## src/rtl/router_ingress_ctrl_if.sv

```systemverilog
// Ingress-side bundle of the packet router: source byte stream with its
// back-pressure, the per-channel FIFO strobes and the error/status outputs.
// master = source and FIFO side, slave = ingress controller.
interface router_ingress_ctrl_if;
   logic [7:0] data;
   logic       packet_valid;
   logic [2:0] fifo_full;
   logic       suspend_data_in;
   logic [2:0] fifo_wr_en;
   logic [7:0] fifo_wr_data;
   logic       err;
   logic [1:0] err_code;
   logic       busy;

   modport master (
      output data, packet_valid, fifo_full,
      input  suspend_data_in, fifo_wr_en, fifo_wr_data, err, err_code, busy
   );

   modport slave (
      input  data, packet_valid, fifo_full,
      output suspend_data_in, fifo_wr_en, fifo_wr_data, err, err_code, busy
   );
endinterface

```

## src/rtl/router_ingress_ctrl.sv

```systemverilog
// Ingress controller for the 3-channel packet router. Parses
// header / payload / parity framing, steers accepted bytes to the selected
// channel FIFO, back-pressures the source and reports parity, address and
// truncation errors as one-cycle pulses.
module router_ingress_ctrl #(
   parameter bit PARITY_EN     = 1'b1,
   parameter bit DROP_BAD_ADDR = 1'b1
) (
   input logic                  clock,
   input logic                  reset,
   router_ingress_ctrl_if.slave bus
);

   localparam logic [1:0] ST_IDLE    = 2'd0;
   localparam logic [1:0] ST_PAYLOAD = 2'd1;
   localparam logic [1:0] ST_PARITY  = 2'd2;
   localparam logic [1:0] ST_DROP    = 2'd3;

   logic [1:0] state;
   logic [1:0] dest;
   logic [5:0] remaining;
   logic [7:0] par;

   logic [2:0] wr_en_q;
   logic [7:0] wr_data_q;
   logic       err_q;
   logic [1:0] err_code_q;

   logic [1:0] hdr_addr;
   logic [5:0] hdr_len;
   logic       hdr_bad;
   logic [1:0] hdr_dest;
   logic [3:0] full_ext;
   logic       suspend;
   logic       accept;

   assign hdr_addr = bus.data[1:0];
   assign hdr_len  = bus.data[7:2];
   assign hdr_bad  = (hdr_addr == 2'd3);
   assign hdr_dest = hdr_bad ? 2'd0 : hdr_addr;
   // Padded so a 2-bit address indexes it without running off the end;
   // the fourth slot is never full.
   assign full_ext = {1'b0, bus.fifo_full};

   // Back-pressure: header waits on its target FIFO, payload/parity on the
   // latched channel; a dropped packet is always drained.
   always_comb begin
      suspend = 1'b0;
      case (state)
         ST_IDLE:               suspend = bus.packet_valid && !hdr_bad && full_ext[hdr_addr];
         ST_PAYLOAD, ST_PARITY: suspend = full_ext[dest];
         default:               suspend = 1'b0;
      endcase
   end

   assign accept = bus.packet_valid && !suspend;

   // Packet framing FSM with registered FIFO strobe and error pulse.
   always_ff @(posedge clock or posedge reset) begin
      if (reset) begin
         state      <= ST_IDLE;
         dest       <= '0;
         remaining  <= '0;
         par        <= '0;
         wr_en_q    <= '0;
         wr_data_q  <= '0;
         err_q      <= 1'b0;
         err_code_q <= '0;
      end else begin
         wr_en_q <= '0;
         err_q   <= 1'b0;
         case (state)
            ST_IDLE: begin
               if (accept) begin
                  if (hdr_bad && DROP_BAD_ADDR) begin
                     err_q      <= 1'b1;
                     err_code_q <= 2'b10;
                     state      <= ST_DROP;
                  end else begin
                     dest      <= hdr_dest;
                     remaining <= hdr_len;
                     par       <= bus.data;
                     wr_en_q   <= 3'b001 << hdr_dest;
                     wr_data_q <= bus.data;
                     state     <= (hdr_len != 6'd0) ? ST_PAYLOAD : ST_PARITY;
                  end
               end
            end
            ST_PAYLOAD: begin
               if (!bus.packet_valid) begin
                  err_q      <= 1'b1;
                  err_code_q <= 2'b11;
                  state      <= ST_IDLE;
               end else if (accept) begin
                  wr_en_q   <= 3'b001 << dest;
                  wr_data_q <= bus.data;
                  par       <= par ^ bus.data;
                  remaining <= remaining - 6'd1;
                  if (remaining == 6'd1) begin
                     state <= ST_PARITY;
                  end
               end
            end
            ST_PARITY: begin
               if (!bus.packet_valid) begin
                  err_q      <= 1'b1;
                  err_code_q <= 2'b11;
                  state      <= ST_IDLE;
               end else if (accept) begin
                  wr_en_q   <= 3'b001 << dest;
                  wr_data_q <= bus.data;
                  if (PARITY_EN && (bus.data != par)) begin
                     err_q      <= 1'b1;
                     err_code_q <= 2'b01;
                  end
                  state <= ST_IDLE;
               end
            end
            ST_DROP: begin
               if (!bus.packet_valid) begin
                  state <= ST_IDLE;
               end
            end
            default: state <= ST_IDLE;
         endcase
      end
   end

   assign bus.suspend_data_in = suspend;
   assign bus.fifo_wr_en      = wr_en_q;
   assign bus.fifo_wr_data    = wr_data_q;
   assign bus.err             = err_q;
   assign bus.err_code        = err_code_q;
   assign bus.busy            = (state != ST_IDLE);

endmodule
```

## src/flat_wrapper.sv

```systemverilog
// flat-port wrapper written by rule: the top's interface ports become plain ports
module router_ingress_ctrl_flat 
#(
   parameter bit PARITY_EN     = 1'b1,
   parameter bit DROP_BAD_ADDR = 1'b1
)
  (clock, reset, bus_data, bus_packet_valid, bus_fifo_full, bus_suspend_data_in, bus_fifo_wr_en, bus_fifo_wr_data, bus_err, bus_err_code, bus_busy);
  router_ingress_ctrl_if bus_i ();
  input logic clock;
  input logic reset;
  input wire logic [$bits(bus_i.data)-1:0] bus_data;
  input wire logic [$bits(bus_i.packet_valid)-1:0] bus_packet_valid;
  input wire logic [$bits(bus_i.fifo_full)-1:0] bus_fifo_full;
  output wire logic [$bits(bus_i.suspend_data_in)-1:0] bus_suspend_data_in;
  output wire logic [$bits(bus_i.fifo_wr_en)-1:0] bus_fifo_wr_en;
  output wire logic [$bits(bus_i.fifo_wr_data)-1:0] bus_fifo_wr_data;
  output wire logic [$bits(bus_i.err)-1:0] bus_err;
  output wire logic [$bits(bus_i.err_code)-1:0] bus_err_code;
  output wire logic [$bits(bus_i.busy)-1:0] bus_busy;
  assign bus_i.data = bus_data;
  assign bus_i.packet_valid = bus_packet_valid;
  assign bus_i.fifo_full = bus_fifo_full;
  assign bus_suspend_data_in = bus_i.suspend_data_in;
  assign bus_fifo_wr_en = bus_i.fifo_wr_en;
  assign bus_fifo_wr_data = bus_i.fifo_wr_data;
  assign bus_err = bus_i.err;
  assign bus_err_code = bus_i.err_code;
  assign bus_busy = bus_i.busy;
  router_ingress_ctrl #(.PARITY_EN(PARITY_EN), .DROP_BAD_ADDR(DROP_BAD_ADDR)) u_core (.clock(clock), .reset(reset), .bus(bus_i));
endmodule
```

## config.mk

```make
export PLATFORM = sky130hd
export DESIGN_NAME = router_ingress_ctrl_flat
export DESIGN_NICKNAME = d
export VERILOG_FILES = /design/src/rtl/router_ingress_ctrl_if.sv /design/src/rtl/router_ingress_ctrl.sv /design/src/flat_wrapper.sv
export SDC_FILE = /design/constraint.sdc
export NUM_CORES = 1
export LEC_CHECK = 0
export CAP_MARGIN = 30
export CELL_PAD_IN_SITES_DETAIL_PLACEMENT = 0
export CELL_PAD_IN_SITES_GLOBAL_PLACEMENT = 1
export CORE_ASPECT_RATIO = 0.75
export CORE_MARGIN = 4
export CORE_UTILIZATION = 41
export DETAILED_ROUTE_END_ITERATION = 8
export PLACE_DENSITY = 0.79
export REMOVE_ABC_BUFFERS = 1
export SYNTH_ARGS = -nofsm -noshare
export SYNTH_HDL_FRONTEND = slang
export SYNTH_SLANG_ARGS = --single-unit
```

## constraint.sdc

```tcl
create_clock -name clock -period 2.2 [get_ports clock]
set_input_delay 0.66 -clock clock [delete_from_list [all_inputs] [get_ports clock]]
set_output_delay 0.66 -clock clock [all_outputs]
set_load 0.005 [all_outputs]
```

# [After elaboration in Yosys (flattened, before gate mapping)]
# Index checks and enable logic that the tools add are counted.
[word_totals] regBits=32 in_bits=14 output_inout_bits=16 elab_cells=99
[op_classes] add_sub_neg=1 order_cmp=2 eq_ne=19 shift=2 n_mux=48 n_bitwise=2 n_reduce_logical=17
[ops] op="$mux W8" count=6
[ops] op="$mux W2" count=16
[ops] op="$pmux W8 S2" count=2
[ops] op="$mux W6" count=4
[ops] op="$reduce_and A5 Y1" count=3
[ops] op="$mux W3" count=4
[ops] op="$ne A3 B2 Y1 const B" count=4
[ops] op="$pmux W6 S2" count=1
[ops] op="$ne A2 B1 Y1 const B" count=5
[ops] op="$mux W1" count=8
[ops] op="$ne A2 B2 Y1 const B" count=4
[ops] op="$ne A8 B8 Y1" count=1
[ops] op="$pmux W2 S4" count=1
[ops] op="$xor A8 B8 Y8" count=1
[ops] op="$eq A2 B2 Y1 const B" count=3
[ops] op="$eq A6 B1 Y1 const B" count=1
[ops] op="$lt A2 B3 Y1 const B" count=2
[ops] op="$pmux W2 S3" count=1
[ops] op="$pmux W3 S2" count=1
[ops] op="$reduce_and A6 Y1" count=1
[ops] op="$reduce_bool A2 Y1" count=3
[ops] op="$reduce_bool A6 Y1" count=1
[ops] op="$shl A1 B2 Y3 const A" count=2
[ops] op="$sub A6 B1 Y6 const B" count=1
[ops] op="other kinds (11)" count=15

# [Logic depth before layout (Yosys ltp)]
# Gate-level depths: netlist (run 1).
[depth] ltp_word=10 mapped_depth=9 ltp_nobuf=8

# [Worst setup path before layout (run 1)]
# OpenSTA, ideal clock, no wires.
[synth_path] path_kind="reg2reg" start="register u_core.state[0]" end="register u_core.err_code_q[0], in the netlist u_core.bus.err_code[0]" arrival_ps=1898 t_required_ps=2075 slack_ps=177 stages_incl_launch_ff=8 path_buffers=1 period_less_slack_ps=2023 path_cell_list="dfrtp_1 -> inv_1 -> ha_1 -> clkbuf_1 -> a21o_4 -> nand2_2 -> o221ai_2 -> mux2_2"
[synth_via] elab_chain_cells=7 word_cells_on_any_way=15 classes_between="eq/ne (7); mux (2); reduce/logical (6)"
[synth_lines] item="start, declared" line="router_ingress_ctrl.sv:19" text="logic [1:0] state;"
[synth_lines] item="start signal, assigned" line="router_ingress_ctrl.sv:85" text="state <= (hdr_len != 6'd0) ? ST_PAYLOAD : ST_PARITY;"
[synth_lines] item="$eq A2 B1 Y1 or $eq A2 B2 Y1 (tied branches)" line="router_ingress_ctrl.sv:49, router_ingress_ctrl.sv:72"
[synth_lines] item="$reduce_or A2 Y1 (no line)"
[synth_lines] item="$pmux W1 S2" line="router_ingress_ctrl.sv:49" text="case (state)"
[synth_lines] item="$logic_not A1 Y1" line="router_ingress_ctrl.sv:56" text="assign accept = bus.packet_valid && !suspend;"
[synth_lines] item="$logic_and A1 B1 Y1" line="router_ingress_ctrl.sv:56"
[synth_lines] item="$ne A3 B2 Y1 (no line) or $ne A2 B1 Y1 (tied branches)"
[synth_lines] item="$reduce_and A6 Y1 (no line)"
[synth_lines] item="end signal, assigned" line="router_ingress_ctrl.sv:68" text="err_code_q <= '0;"
[synth_lines] item="end signal, assigned" line="router_ingress_ctrl.sv:77" text="err_code_q <= 2'b10;"
[synth_lines] item="end signal, assigned" line="router_ingress_ctrl.sv:92" text="err_code_q <= 2'b11;"
[synth_lines] item="end, declared" line="router_ingress_ctrl.sv:27" text="logic [1:0] err_code_q;"
# Parallel ways exist; a longest one is shown, timed or not.
# A chain may end at the register's enable or synchronous reset.

# [Worst setup path after layout (run 1)]
[layout_path] start="register u_core.state[1]" end="output bus_suspend_data_in"
[layout_via] elab_chain_cells=3 word_cells_on_any_way=5 classes_between="eq/ne (2); mux (1); reduce/logical (2)"
[layout_lines] item="$eq A2 B1 Y1 or $eq A2 B2 Y1 (tied branches)" line="router_ingress_ctrl.sv:49"
[layout_lines] item="$reduce_or A2 Y1 (no line)"
[layout_lines] item="$pmux W1 S2 (*)" line="router_ingress_ctrl.sv:49"
[layout_lines] item="end, declared" line="flat_wrapper.sv:14" text="output wire logic [$bits(bus_i.suspend_data_in)-1:0] bus_suspend_data_in;"
# Every way passes the cells marked *; elsewhere a longest branch is shown, timed or not.

==> run_results.csv, run 1 <==
group,metric,value,unit
worst_setup_path,startpoint_type,"register",
logic_synthesis,synthAdderAreaFrac,0.04428,
floorplan,dieArea,6012,um^2
worst_setup_path,r2r-start,"u_core.state[0]",
logic_synthesis,synth_top_area_share,0.4048,
clocking,htree_levels,2,
timing,timing.final.crit_share,1.005,
clocking,cts_tree,"done",
route,viasPerCell,5.574,
clocking,cts_buffers,5,
timing,rsz0062_at_grt,"true",
status,outcome,"complete, but fails checks",
route,route.detailed.drc,0,
timing,worst_pin_slew,0.5085,ns
logic_synthesis,async_flop_share,1.000,
floorplan,die_w,88.21,um
floorplan,design.portCount,30,
placed_design,port_buffers,29,
logic_synthesis,netlist_instances,207,
job,cap_violations,0,
grt,grt-ovfl-total,0,
floorplan,core-area,4572,um^2
worst_setup_path,path_delay_family,"flip-flops",
worst_setup_path,crit_start,"u_core.state[1]",
route,wl,5.647,mm
timing,hold_violations,0,
timing,setup_viol,1,
timing,finalCriticalPeriod,2.211,ns
logic_synthesis,synth_top_area_cell,"dfrtp_1",
finish,antenna_cells,0,
worst_setup_path,endpoint_kind,"primary output",
clocking,cts_hold_buf,0,
worst_setup_path,worst-path-buf-inv,2,
worst_setup_path,reg2reg_to,"u_core.par[0]",
floorplan,core.rowCount,21,
grt,grt_usage,0.1940,
timing,setup_tns,-0.01146,ns
logic_synthesis,synthFlopType,"dfrtp_1",
logic_synthesis,synth_edf_count,0,
power_and_ir_drop,p_leak,1.286,nW
route,drt-pass1-iter-count,4,
worst_setup_path,cp_slowest_cell,"dfrtp_1",
timing,fin_ws,-0.01146,ns
logic_synthesis,netlist_top_cells_area,"dfrtp_1 40%, mux2_2 6.8%, ha_1 4.4%, nor2_1 3.8%, xor2_1 3.5%",
hold_path,min_path_type,"reg -> reg",
power_and_ir_drop,peakVddDrop,827.5,uV
clocking,clock-sinks,32,
worst_setup_path,critical_path_depth,7,
finish,area_growth,47.06,%
hold_path,whs_path_depth,1,
route,drt-wirelength-per-cell,16.46,um
logic_synthesis,synth_compound_area_frac,0.2290,
route,vias,1912,
worst_setup_path,rrSetupSlack,0.03,ns
logic_synthesis,synth_top_family_by_area,"compound AO/OA/AOI/OAI gates",
worst_setup_path,worstSetupEndpoint,"bus_suspend_data_in",
clocking,clk_pin_slew,0.07,ns
logic_synthesis,synthMuxAreaShare,0.07843,
grt,grt_max_degree,33,
clocking,clk_latency,0.28,ns
logic_synthesis,synth_area_per_cell,9.556,um^2
logic_synthesis,netlist_area,1978,um^2
logic_synthesis,synth_xor_area_frac,0.03542,
finish,drive_gt1_frac,0.3427,
route,ant_nets,0,
worst_setup_path,path_max_fanout,4,
timing,relSlewSlack,0.6610,
timing,slew_violations,0,
worst_setup_path,cp_cell_sequence,"inv_2 > ha_4 > nand4b_1 > o21ai_4 > a22oi_2 > nor2_1 > buf_2",
timing,clock.fmax,452.2,MHz
logic_synthesis,ys_ff_latch,32,
clocking,cts_buffer_depth,2,
timing,fin_skew,0.004352,ns
power_and_ir_drop,fin_total_pwr,0.004347,W
clocking,clockRootBuffer,"clkbuf_8",
placed_design,dpl_worst_slack,-0.8035,ns
logic_synthesis,ys_warn_count,0,
worst_setup_path,arrival,1.55,ns
floorplan,start_util,0.4327,
route,drt_iter0_drc,122,
grt,antenna_found_initial,0,
floorplan,fp.dieH,68.16,um
power_and_ir_drop,power_density,1494,nW/um^2
placed_design,hpwl,3.975,mm
worst_setup_path,required,1.54,ns
grt,grt_pass1_wl,8.797,mm
placed_design,finalWeightedCongestion,0.8483,
worst_setup_path,r2r_cells,9,
logic_synthesis,synth_cell_types,50,
grt,grt_pass1_vias,1730,
status,violations,"negative setup slack",
logic_synthesis,ys_seq_area_frac,0.4048,
finish,finalNetCount,306,
logic_synthesis,synth_simple_gate_area_frac,0.1575,
worst_setup_path,max_stage_delay,0.38,ns
worst_setup_path,crit_type,"reg -> out",
## worst register-to-register path, stage by stage (launching register included)
cell       delay (ns)
dfrtp_1          0.39
buf_4            0.13
buf_4            0.14
ha_1             0.37
o21ai_0          0.44
a21oi_4          0.07
buf_12           0.16
clkbuf_16        0.14
o22ai_1          0.15
nor2_1           0.06
## state kept, by name, summed over array words and instances (netlist names)
signal	count
u_core.bus.fifo_wr_data	8
u_core.state	2
u_core.bus.err_code	2
u_core.remaining	6
u_core.bus.err	1
u_core.par	8
u_core.dest	2
u_core.bus.fifo_wr_en	3
## layout by cell type (no fill, tap or decap), types with 4 or more instances in the layout
| master | count |
|---|---|
| a21oi_1 | 13 |
| a31oi_1 | 4 |
| buf_4 | 46 |
| clkbuf_8 | 6 |
| clkdlybuf4s50_1 | 19 |
| dfrtp_1 | 32 |
| ha_1 | 6 |
| inv_1 | 11 |
| mux2_2 | 10 |
| nand2_1 | 12 |
| nand3_1 | 6 |
| nor2_1 | 20 |
| o211ai_1 | 4 |
| o21ai_0 | 6 |
| o22ai_1 | 7 |
| o31ai_1 | 5 |
| xor2_1 | 8 |
## metal layers
| metal | global-route usage | wire length [um] |
|---|---|---|
| met4 | 0.03962 | 33 |
| met2 | 0.2761 | 2435 |
| met3 | 0.04332 | 296 |
| met5 | 0 | 0 |
| met1 | 0.2982 | 2881 |
## synthesized netlist by cell type, types with 2 or more instances
library cell,instances
nand2b_1,2
inv_1,13
nand3b_1,2
mux2_2,12
dfrtp_1,32
o22ai_1,7
nand3_1,6
nand2_1,14
o31ai_1,5
nor3b_1,2
buf_1,2
o21ai_2,2
nor2_1,20
a21oi_1,13
buf_2,2
a31oi_1,4
o22a_1,2
clkbuf_1,4
nor4_1,4
ha_1,7
o211ai_1,4
or2_2,2
xor2_1,8
o21ai_0,7
nand4_1,3
mux2i_1,2
nor3_1,3
## stage by stage
step | instance area (um^2) | hold WS, ns | instances | util
floorplan | 1927 | 0.4860 | 197 | -
global placement | 2636 | 0.4894 | 326 | 0.5766
detailed placement | 2636 | 0.4944 | 326 | 0.5766
CTS | 2800 | 0.5094 | 338 | 0.6125
global route | 2909 | 0.5249 | 343 | 0.6363
finish | 2909 | 0.5080 | 343 | 0.6363
## logic make-up (layout without fill, tap and decap cells)
family | Yosys count | after routing
flip-flops | 32 | 32
XOR/XNOR | 8 | 8
adder cells (fa/ha/maj) | 7 | 7
AO/OA/AOI/OAI | 60 | 60
AND/OR/NAND/NOR | 63 | 63
buffers and inverters | 23 | 102
multiplexers | 14 | 14
## worst min path at each step
| stage | startpoint | end | slack (ns) |
|---|---|---|---|
| floorplan | u_core.remaining[5] | u_core.remaining[5] | 0.49 |
| finish | u_core.bus.fifo_wr_data[4] | u_core.bus.fifo_wr_data[4] | 0.51 |
| CTS | u_core.bus.err_code[1] | u_core.bus.err_code[1] | 0.51 |
| detailed placement | u_core.bus.err_code[1] | u_core.bus.err_code[1] | 0.49 |
| global route | u_core.bus.err_code[1] | u_core.bus.err_code[1] | 0.52 |
| global placement | u_core.bus.fifo_wr_data[4] | u_core.bus.fifo_wr_data[4] | 0.49 |
## power by group
part	internal [W]	switching [W]
clock network	0.000255	0.000208
registers	0.000881	0.000233
logic	0.00150	0.00127
## what timing repair did
action | CTS | global route
resized for setup | 27 | 17
pin swaps | 6 | 9
endpoints found under the setup margin | 30 | 26
setup buffers | 4 | 5
gates cloned | 0 | 1
## cell type report
cell class / instances / area [um^2]
Inverter: 13 / 48.80
Multi-Input combinational cell: 152 / 1170
Tap cell: 57 / 71.32
Clock buffer: 8 / 90.09
Sequential cell: 32 / 800.8
Fill cell: 404 / 1663
Timing Repair Buffer: 81 / 728.2
(Power assumes the default switching activity.)
==> run 2: changes to the inputs <==
--- a/config.mk
+++ b/config.mk
@@ -11,6 +11,7 @@
 export CORE_ASPECT_RATIO = 0.75
 export CORE_MARGIN = 4
 export CORE_UTILIZATION = 41
+export CTS_CLUSTER_DIAMETER = 60
 export DETAILED_ROUTE_END_ITERATION = 8
 export PLACE_DENSITY = 0.79
 export REMOVE_ABC_BUFFERS = 1
==> results of run 2 <==
Final layout, timing and power as in run 1 (identical DEF).
==> run 3: changes to the inputs <==
--- a/config.mk
+++ b/config.mk
@@ -15,6 +15,7 @@
 export DETAILED_ROUTE_END_ITERATION = 8
 export PLACE_DENSITY = 0.79
 export REMOVE_ABC_BUFFERS = 1
+export SLEW_MARGIN = 30
 export SYNTH_ARGS = -nofsm -noshare
 export SYNTH_HDL_FRONTEND = slang
 export SYNTH_SLANG_ARGS = --single-unit
==> results of run 3 <==
Final layout, timing and power as in run 1 (identical DEF).
